[src/rtl/serial_word_feeder.sv]
// Serialises a parallel word into a bidirectional shift register's Data_in/MODE pins,
// then pads with FLUSH cycles so the word can be observed on that register's serial output.
//
// state  | meaning
// IDLE   | load_ready high; ser_data at PAD_BIT, ser_mode holds last frame's direction
// SHIFT  | one data bit per clock on ser_data, ser_valid high
// FLUSH  | FLUSH pad cycles on ser_data, ser_valid low
module serial_word_feeder #(
    parameter int   WIDTH   = 4,
    parameter int   FLUSH   = 4,
    parameter logic PAD_BIT = 1'b0
) (
    input  logic             clk,
    input  logic             rst,
    input  logic             load_valid,
    output logic             load_ready,
    input  logic [WIDTH-1:0] load_data,
    input  logic             load_dir,
    output logic             ser_data,
    output logic             ser_mode,
    output logic             ser_valid,
    output logic             busy,
    output logic             done
);

    localparam int MAX_CNT = (WIDTH > FLUSH) ? WIDTH : FLUSH;
    localparam int CW      = $clog2(MAX_CNT + 1);
    localparam logic [CW-1:0] SHIFT_LAST = CW'(WIDTH - 1);
    localparam logic [CW-1:0] FLUSH_LAST = CW'((FLUSH > 0) ? FLUSH - 1 : 0);

    typedef enum logic [1:0] {
        ST_IDLE  = 2'd0,
        ST_SHIFT = 2'd1,
        ST_FLUSH = 2'd2
    } state_t;

    state_t           state, state_nxt;
    logic [WIDTH-1:0] word, word_nxt;
    logic [CW-1:0]    count, count_nxt;
    logic             mode_nxt;
    logic             done_nxt;

    always_ff @(posedge clk or negedge rst) begin
        if (!rst) begin
            state    <= ST_IDLE;
            word     <= '0;
            count    <= '0;
            ser_mode <= 1'b0;
            done     <= 1'b0;
        end else begin
            state    <= state_nxt;
            word     <= word_nxt;
            count    <= count_nxt;
            ser_mode <= mode_nxt;
            done     <= done_nxt;
        end
    end

    // count is a down-counter reloaded on every state change; zero marks the last cycle
    always_comb begin
        state_nxt = state;
        word_nxt  = word;
        count_nxt = count;
        mode_nxt  = ser_mode;
        done_nxt  = 1'b0;
        case (state)
            ST_IDLE: begin
                if (load_valid) begin
                    state_nxt = ST_SHIFT;
                    word_nxt  = load_data;
                    mode_nxt  = load_dir;
                    count_nxt = SHIFT_LAST;
                end
            end
            ST_SHIFT: begin
                word_nxt = ser_mode ? (word << 1) : (word >> 1);
                if (count == '0) begin
                    if (FLUSH > 0) begin
                        state_nxt = ST_FLUSH;
                        count_nxt = FLUSH_LAST;
                    end else begin
                        state_nxt = ST_IDLE;
                        count_nxt = '0;
                        done_nxt  = 1'b1;
                    end
                end else begin
                    count_nxt = count - 1'b1;
                end
            end
            ST_FLUSH: begin
                if (count == '0) begin
                    state_nxt = ST_IDLE;
                    done_nxt  = 1'b1;
                end else begin
                    count_nxt = count - 1'b1;
                end
            end
            default: begin
                state_nxt = ST_IDLE;
                count_nxt = '0;
            end
        endcase
    end

    assign load_ready = (state == ST_IDLE);
    assign ser_valid  = (state == ST_SHIFT);
    assign busy       = (state == ST_SHIFT) || (state == ST_FLUSH);
    // MSB leaves first when shifting toward bit WIDTH-1 so the word lands in place downstream
    assign ser_data   = ser_valid ? (ser_mode ? word[WIDTH-1] : word[0]) : PAD_BIT;

endmodule
[config.mk]
export PLATFORM = sky130hd
export DESIGN_NAME = serial_word_feeder
export DESIGN_NICKNAME = d
export VERILOG_FILES = /design/src/rtl/serial_word_feeder.sv
export SDC_FILE = /design/constraint.sdc
export NUM_CORES = 1
export LEC_CHECK = 0
export CORE_MARGIN = 4
export CORE_UTILIZATION = 45
export CTS_CLUSTER_DIAMETER = 200
export DETAILED_ROUTE_END_ITERATION = 12
export PLACE_DENSITY = 0.71
export SETUP_SLACK_MARGIN = 0.1
export SYNTH_ARGS = -nofsm -noshare
export SYNTH_HDL_FRONTEND = slang
export SYNTH_SLANG_ARGS = --single-unit
[constraint.sdc]
create_clock -name clk -period 2.1 [get_ports clk]
set_input_delay 0.315 -clock clk [delete_from_list [all_inputs] [get_ports clk]]
set_output_delay 0.315 -clock clk [all_outputs]
set_load 0.1 [all_outputs]
=== Word level (Yosys, flattened, before mapping) ===
Cells that the tools add are included.
Widths: inputs -> output; s select.

* Add/subtract/negate cells: 1
* Equal/unequal tests: 6
* Reductions and logical operators: 8
* Muxes and demuxes: 15

{| class="wikitable"
|+ Operator list
! operator !! number
|-
| $mux 3 || 3
|-
| $pmux 3 s3 || 1
|-
| $mux 4 || 2
|-
| $pmux 4 s2 || 1
|-
| $mux 2 || 3
|-
| $ne 2x2->1 const B || 3
|-
| $pmux 2 s3 || 1
|-
| $reduce_and 2->1 || 3
|-
| $mux 1 || 4
|-
| $logic_not 3->1 || 1
|-
| $reduce_and 3->1 || 1
|-
| $sub 3x1->3 const B || 1
|-
| $eq 2x1->1 const B || 1
|-
| $eq 2x2->1 const B || 1
|-
| $logic_not 2->1 || 1
|-
| $ne 2x1->1 const B || 1
|-
| $reduce_bool 2->1 || 1
|-
| $logic_or 1x1->1 || 1
|}

* Output and inout port bits: 6
* Input bits: 8
* Logic and storage cells: 35
* Flip-flop bits (word level): 11

=== Longest topological paths before layout ===
* Depth in word-level cells: 3
* Depth in mapped cells: 7
* Depth with buffers taken out: 6

=== Least setup slack after synthesis ===
No wires, ideal clock.

* Kind: register -> output
* Start: register state[1]
* End: output ser_data
* Cell stages (with the launch flop): 5
* Path buffers: 0
* Slack: -1.027 ns
* Arrival: 2.812 ns
* Data required time: 1.785 ns
* Cells stage by stage: dfrtp_1 inv_1 ha_1 inv_1 nor2_1

* Longest elaborated chain between the ends: 2

{| class="wikitable"
|+ RTL lines
! element !! RTL line !! text
|-
| start, declared || 37 || <nowiki>state_t state, state_nxt;</nowiki>
|-
| start signal, assigned || 51 || <nowiki>state <= state_nxt;</nowiki>
|-
| $eq 2x1->1 || 106 || <nowiki>assign ser_valid = (state == ST_SHIFT);</nowiki>
|-
| named net ser_valid || 21 || <nowiki>output logic ser_valid,</nowiki>
|-
| $mux 1 || 109 || <nowiki>assign ser_data = ser_valid ? (ser_mode ? word[WIDTH-1] : word[0]) : PAD_BIT;</nowiki>
|-
| end, declared || 19 || <nowiki>output logic ser_data,</nowiki>
|}

The timed path passes the listed nets, and every way through them passes these cells.

=== Worst setup path in the final report ===
* Start: register state[1]
* End: output ser_data

* Longest elaborated chain between the ends: 2

{| class="wikitable"
|+ RTL lines
! element !! RTL line
|-
| $eq 2x1->1 || 106
|-
| $mux 1 || 109
|}

No other way between the ends.

==> results.cfg <==
[status]
outcome = finished clean

[worst_setup_path]
cp-start-kind = flop
cp-end-kind = primary output
crit_required_ps = 1780
critPathKind = reg -> out
worst-path-max-fanout = 13
crit_arrival_ps = 1480

[global_route]
met2_usage_pct = 23.0
met1_usage_pct = 17.6
grt_pass1_vias = 521
grt_max_degree = 14
grt_usage_pct = 14.5
grt_pass1_wl_um = 2270
antenna_found_initial = 0
use_met3_pct = 8.65
gr-total-overflow = 0
busiest_layer = met2

[synthesis]
synth_edf_count = 0
yosysMostFrequentCell = dfrtp_1
syn_inst = 73
ys_warn_count = 0
yosysTopAreaCellShare_pct = 39.4
synthArstFlopShare_pct = 100
avgSynthCellArea_um2 = 9.58
ys_seq_area_share_pct = 39.4
ys_ff_latch = 11
ys_top_cells_by_area = dfrtp_1 (39%), ha_1 (13%), nand2_1 (4.8%), mux2i_1 (4.3%), inv_1 (4.3%)
synth_common_cells = dfrtp_1 (11), nand2_1 (9), inv_1 (8)
syn_nets = 88
netlist_area_um2 = 699
synth_cell_types = 29
ys.flop_type = dfrtp_1
post-synth-top-area-cell = dfrtp_1

[timing]
clock_skew_ps = 1.13
finalSetupViolCount = 0
finalHoldViolCount = 0
period_needed_ps = 1790
slew_headroom_pct = 67.8
slew_violations = 0
rsz0062_at_grt = no
post-route-period-util_pct = 85.4
fmax_mhz = 558
worst_slew_pin_slew_ps = 482

[placement]
port-buffer-count = 13
place_hpwl_um = 1070
place_inst = 99
place_congestion = 0.738

[routing]
final_antenna_net_count = 0
drc = 0
drtIter0Drc = 1
drtPass1Iterations = 4
avgRoutedWirePerCell_um = 12.9
route.final.wire_length_um = 1330
viasPerCell = 5.19
vias = 535

[die]
start_util_pct = 50.6
die-area_um2 = 2250
die_y_um = 47.4
die_w_um = 47.4
row_count = 13
pin_count = 14
core_um2 = 1380

[cts]
cts_made_buffers = 3
cts_resized = 0
cts-htree-levels = 1
postCtsSetupRepairBufs = 0
cts_hold_buf = 0
clock_latency_ps = 260
cts-root-buf = clkbuf_4
clk_path_buf_depth = 2
cts_sinks = 11
clk_pin_slew_ps = 60
cts_tree = done

[cells_and_area]
layout.cells.non_filler = 103
fillers = 124
diodes = 0
area_delta_synth_final_pct = 30.9
nets = 104
drive_gt1_share_pct = 19.3

[min_path]
hold_class = in -> async

[run]
cap_viol_max_count = 0
-- path summary, 6_finish.rpt --
| path | start | end | slack, ps | cells after the start |
|---|---|---|---|---|
| max in group asynchronous | rst | word[0] | 1400 | 1 |
| max reg2reg | state[0] | state[0] | 550 | 5 |
| min reg2reg | count[1] | count[1] | 530 | 1 |
| max | state[1] | ser_data | 310 | 5 |
| min in group clk | count[1] | count[1] | 530 | 1 |
| min | rst | count[2] | 380 | 1 |
-- registers in the layout, indices dropped and copies added (netlist names) --
| name | cells |
|---|---|
| count | 3 |
| done | 1 |
| ser_mode | 1 |
| state | 2 |
| word | 4 |
-- worst max-delay path, stage by stage, from the launching register on --
cell	delay, ps
dfrtp_1	410
inv_1	150
ha_4	240
inv_1	110
nor2_4	130
buf_12	180
-- per-stage QoR --
step / utilization [%] / setup slack, ps / TNS, ps / hold slack [ps] / cell area (um^2)
after floorplan: - / -21.2 / -21.2 / 19.4 / 712
after global placement: 63.6 / 513 / 0 / 502 / 880
after detailed placement: 63.6 / 470 / 0 / 512 / 880
after CTS: 65.5 / 174 / 0 / 391 / 906
after global routing: 66.2 / 196 / 0 / 402 / 916
final: 66.2 / 307 / 0 / 381 / 916
-- layout make-up --
cell class                 count  area, um^2  area share [%]
clock buffer                   4        26.3            2.87
inverter                       8        30.0            3.28
multi-input combinational     52         400            43.7
sequential                    11         275            30.1
tap                           15        18.8            2.05
timing repair buffer          13         165            18.0
-- cells in the final DEF (no fill, tap or decap), drive strengths merged, types with 3 or more instances in the layout --
master	instances
a21oi	3
clkdlybuf4s50	7
o21ai	7
dfrtp	11
inv	8
clkbuf	4
nand2	9
buf	6
nor2	5
ha	7
mux2i	3
-- per-layer routing --
| metal | vias to the layer above | part of all wire [%] |
|---|---|---|
| li1 | 276 | - |
| met1 | 246 | 45 |
| met2 | 13 | 46 |
| met3 | 0 | 8.2 |
| met4 | 0 | 0 |
| met5 | - | 0 |
-- cell families (layout without fill, tap and decap cells) --
group	Yosys count	count (layout)	share of synthesized area (%)
simple gates	21	21	14.7
compound gates	19	19	19.3
flops	11	11	39.4
buf+inv	10	25	6.62
fa+ha+maj	7	7	12.5
mux	5	5	7.51
Power is left out: the tool's default activity adds up to more than one toggle a clock period on the data nets, which glitch-free logic cannot reach.
